==> config.mk <==
export PLATFORM = sky130hd
export DESIGN_NAME = key_matrix_scan
export DESIGN_NICKNAME = d
export VERILOG_FILES = /design/src/rtl/key_matrix_scan.sv
export SDC_FILE = /design/constraint.sdc
export NUM_CORES = 1
export LEC_CHECK = 0
export ABC_AREA = 0
export CAP_MARGIN = 20
export CORE_UTILIZATION = 30
export DETAILED_ROUTE_END_ITERATION = 8
export GPL_TIMING_DRIVEN = 1
export PLACE_DENSITY_LB_ADDON = 0.15
export RECOVER_POWER = 100
export SYNTH_ARGS = -nofsm -noshare
export SYNTH_HDL_FRONTEND = slang
export SYNTH_SLANG_ARGS = --single-unit
==> constraint.sdc <==
create_clock -name clk -period 2.3 [get_ports clk]
set_input_delay 0.345 -clock clk [delete_from_list [all_inputs] [get_ports clk]]
set_output_delay 0.345 -clock clk [all_outputs]
set_load 0.005 [all_outputs]
==> src/rtl/key_matrix_scan.sv <==
// 4x4 keypad scanner: rotates an active-low row drive, debounces press and release
// of the first key found, and reports its code with a one-clock valid strobe.
module key_matrix_scan #(
    parameter int SCAN_DIV = 25000,
    parameter int DEB_CNT  = 20
) (
    input  logic       clk,
    input  logic       rst,
    input  logic [3:0] key_v,
    output logic [3:0] key_h,
    output logic [3:0] key_code,
    output logic       key_valid,
    output logic       key_down
);

    typedef enum logic [1:0] {
        SCAN  = 2'd0,
        DEB_P = 2'd1,
        HELD  = 2'd2,
        DEB_R = 2'd3
    } state_t;

    localparam logic [15:0] DIV_LAST = 16'(SCAN_DIV - 1);
    localparam logic [7:0]  DEB_MAX  = 8'(DEB_CNT);

    logic [3:0]  sync1_q, sync2_q;
    logic [15:0] div_q;
    state_t      state_q, state_d;
    logic [1:0]  row_q, row_d;
    logic [3:0]  key_h_q, key_h_d;
    logic [1:0]  cap_col_q, cap_col_d;
    logic [7:0]  deb_q, deb_d;
    logic [3:0]  code_q, code_d;
    logic        valid_q, valid_d;
    logic        down_q, down_d;

    logic [3:0]  col;
    logic        tick;
    logic        cap_open;
    logic [7:0]  deb_next;

    function automatic logic [1:0] lowest_zero(input logic [3:0] c);
        if (!c[0])      return 2'd0;
        else if (!c[1]) return 2'd1;
        else if (!c[2]) return 2'd2;
        else            return 2'd3;
    endfunction

    function automatic logic [3:0] row_drive(input logic [1:0] r);
        return ~(4'b0001 << r);
    endfunction

    function automatic logic [7:0] deb_inc(input logic [7:0] d);
        return (d >= DEB_MAX) ? DEB_MAX : d + 8'd1;
    endfunction

    assign col      = sync2_q;
    assign tick     = (div_q == DIV_LAST);
    assign cap_open = col[cap_col_q];
    assign deb_next = deb_inc(deb_q);

    always_comb begin
        state_d   = state_q;
        row_d     = row_q;
        cap_col_d = cap_col_q;
        deb_d     = deb_q;
        code_d    = code_q;
        valid_d   = 1'b0;
        down_d    = down_q;

        if (tick) begin
            case (state_q)
                SCAN: begin
                    if (col == 4'b1111) begin
                        row_d = row_q + 2'd1;
                    end else begin
                        cap_col_d = lowest_zero(col);
                        deb_d     = 8'd1;
                        state_d   = DEB_P;
                    end
                end
                DEB_P: begin
                    if (!cap_open) begin
                        deb_d = deb_next;
                        if (deb_next == DEB_MAX) begin
                            code_d  = {row_q, cap_col_q};
                            valid_d = 1'b1;
                            down_d  = 1'b1;
                            state_d = HELD;
                        end
                    end else begin
                        // Bounce on press: drop the candidate and keep scanning.
                        deb_d   = 8'd0;
                        row_d   = row_q + 2'd1;
                        state_d = SCAN;
                    end
                end
                HELD: begin
                    if (cap_open) begin
                        deb_d   = 8'd1;
                        state_d = DEB_R;
                    end
                end
                DEB_R: begin
                    if (cap_open) begin
                        deb_d = deb_next;
                        if (deb_next == DEB_MAX) begin
                            down_d  = 1'b0;
                            deb_d   = 8'd0;
                            row_d   = row_q + 2'd1;
                            state_d = SCAN;
                        end
                    end else begin
                        state_d = HELD;
                    end
                end
                default: state_d = SCAN;
            endcase
        end
    end

    assign key_h_d = row_drive(row_d);

    always_ff @(posedge clk or posedge rst) begin
        if (rst) begin
            sync1_q   <= 4'hF;
            sync2_q   <= 4'hF;
            div_q     <= '0;
            state_q   <= SCAN;
            row_q     <= '0;
            key_h_q   <= 4'b1110;
            cap_col_q <= '0;
            deb_q     <= '0;
            code_q    <= '0;
            valid_q   <= 1'b0;
            down_q    <= 1'b0;
        end else begin
            sync1_q   <= key_v;
            sync2_q   <= sync1_q;
            div_q     <= tick ? 16'd0 : div_q + 16'd1;
            state_q   <= state_d;
            row_q     <= row_d;
            key_h_q   <= key_h_d;
            cap_col_q <= cap_col_d;
            deb_q     <= deb_d;
            code_q    <= code_d;
            valid_q   <= valid_d;
            down_q    <= down_d;
        end
    end

    assign key_h     = key_h_q;
    assign key_code  = code_q;
    assign key_valid = valid_q;
    assign key_down  = down_q;

endmodule

==> metrics.txt <==
status=completed; Iter 0 DRT Violations=64; io pins=16; Post-Layout Inst Area=2580 sq um; final setup TNS=0 ns; die height=86.6 um; hold path start=sync1_q[0]; Worst VDD drop=232 uV; crit share post-route=95.8%; FF-to-FF End=key_down; Critical path origin=div_q[12]; Sink Count=48; DRT Wirelength=3970 um; Final ANT Viol Nets=0; grt total ovfl=0; GPL Wtd Cong=0.732; Die Width=86.6 um; WS Path Type=reg -> reg; Max clock buf depth=2; simple-gate share of the synthesized area=21.7%; Post-Syn Area=2150 sq um; PwrDens=579 nW/um^2; CP Max Fanout=4; Area growth, synth to finish=20.1%; vias in the first global route=1,503; Hold Vio Cnt, Final=0; Synth Area in Adders=1.75%; asr flop ratio synth=100%; Unique masters post-synth=41; largest family of logic cells by synthesized area=simple AND/OR/NAND/NOR gates; max cap viols=0; footprint of the multi-input gates=888 sq um; nets=233; RSZ-0062 raised after global routing=yes; vias post-DR=1,445; WP data required=2.49 ns; Core Box Area=6870 sq um; antenna violations before repair=0; Starting Density=31.3%; clock latency at the later pin of the worst-skew pair=0.30 ns; die area=7500 sq um; Clk pin slew, worst setup/hold paths=0.09 ns; critical path launch point type=register; Reg power frac=57.5%; # setup viols final=0; Switching Fraction=20.4%; hpwl dp=2860 um; r2r startpoint=div_q[12]; clock share of power=40.2%; Core Rows=30; Synth Warn #=0; Reg area=1210 sq um; worst slew pin tran=1.17 ns; complex-gate fraction of the synthesized area=8.21%; fmax=454 MHz; root buffer cell=clkbuf_8; part of the power in combinational logic=2.2%; pin count of the biggest net entering global routing=49; # diodes=0; All-Layer GR Usage=12.3%; post-synthesis sequential area ratio=56.6%; crit end category=register; Post-synth EDFFs=0; CTS tree=done; Sw Pwr=305 uW; Tot Pwr=1.49 mW; share of layout cells above drive strength 1=15.6%; Port Buffers=15; Num CTS Buffers=5; Filler Cell Count=701; DR vias/cell=4.50; Tmin final=2.20 ns; Routed wire per std cell=12.4 um; drc violations=0; Synth Flop Type=dfrtp_1; relative slew slack=22.2%; clk_skew=0.00679 ns; Net Count, Synth=206; Gate Count Post-Synth=197; xor/xnor share of the synthesized area=6.12%; register-to-register path setup slack=0.1 ns; mux cell area share after synthesis=3.15%; Area after DPL=2480 sq um; first-pass GRT wire length=7120 um; Final Max Slew Viols=0; Leak Pwr=1.16 nW; Detailed Routing Iterations Pass 1=4; H-Tree Depth=2; Cell Int Power=1.19 mW; number of synthesized register bits=48; worst hold path class=reg -> reg; total setup buffers inserted after CTS=0; worst-case reg-to-reg path depth=7; WP data arrival=2.39 ns; Avg Cell Area, Syn=10.9 sq um; CP endpoint=key_down
registers in the layout (all words and copies together), names as in the netlist, named ones only:
signal	cells
div_q	16
deb_q	8
col	4
key_code	4
key_h	4
sync1_q	4
cap_col_q	2
row_q	2
key_down	1
key_valid	1
state_q	1
power groups by stage:
stage / combinational [mW] / sequential, mW / clock (mW)
2_1_floorplan: 0.0206 / 0.875 / 0
3_3_place_gp: 0.0413 / 0.876 / 0
3_5_place_dp: 0.0407 / 0.876 / 0
4_1_cts: 0.0408 / 0.860 / 0.634
5_1_grt: 0.0397 / 0.861 / 0.661
6_report: 0.0333 / 0.860 / 0.601
kinds of logic after synthesis:
logic type	Yosys count
buffers and inverters	13
XOR/XNOR	15
adder cells (fa/ha/maj)	3
multiplexers	5
AO/OA/AOI/OAI	28
AND/OR/NAND/NOR	85
flip-flops	48
worst max-delay path, stage by stage (launching register included):
cell	delay, ns
dfrtp_1	0.39
buf_4	0.15
or4b_1	0.50
or4_4	0.44
nor3_4	0.19
and3_4	0.22
nand2_1	0.07
o2bb2ai_1	0.13
how the worst min path moves through the flow:
stage	to	slack, ns	cells after the start
after CTS	col[2]	0.36	0
after global placement	col[3]	0.35	0
after floorplan	col[0]	0.35	0
after detailed placement	col[0]	0.35	0
final	col[0]	0.36	0
after global routing	col[1]	0.36	0
repair_timing:
item	4_1_cts	5_1_grt
hold buffers	0	0
setup endpoints to repair	0	3
gates resized for setup	0	2
through the flow:
stage	hold slack, ns	utilization (%)	std cells	worst slack [ns]
floorplan	0.345	-	197	0.0389
CTS	0.360	37.7	321	0.0639
finish	0.359	37.6	321	0.0960
detailed placement	0.347	36.1	313	0.0720
global placement	0.346	36.1	313	0.0259
global route	0.364	37.6	321	-0.00533
area by class of cell:
cell class	count	share of cell area [%]
flip-flops and latches	48	47.1
multi-input cells	136	34.4
repair buffers	25	8.49
well taps	96	4.66
clock buffers	6	2.81
clock inverters	2	1.36
inverters	8	1.16
routing by layer:
metal	GRT usage (%)	up-vias	routed length [um]
met5	0	-	0
met4	5.15	0	63
met3	2.95	7	98
met2	19.4	15	1800
met1	16.3	689	2010
li1	-	734	-
layout by cell type (no fill, tap or decap), types with 6 or more instances in the layout:
master,n
dfrtp_1,37
nand2_1,21
nor2_1,16
dlygate4sd3_1,12
dfstp_2,11
o21ai_0,10
nand3_1,10
xor2_1,8
buf_4,8
nand4_1,7
inv_1,7
a21oi_1,7
xnor2_1,7
and2_1,6
cell usage after synthesis (4+ instances only):
master    number  area, sq um
o21ai_0       10         50.1
dfstp_2       11          289
nand2_1       21         78.8
nor2_1        16         60.1
nand4_1        7         43.8
inv_1          8         30.0
mux2_1         4         45.0
and2_1         6         37.5
and3_1         5         31.3
dfrtp_1       37          926
nand3_1       10         50.1
nand2b_1       5         31.3
xor2_1         8         70.1
xnor2_1        7         61.3
a21oi_1        7         35.0
Note: power is estimated with default switching activity, not from simulation.
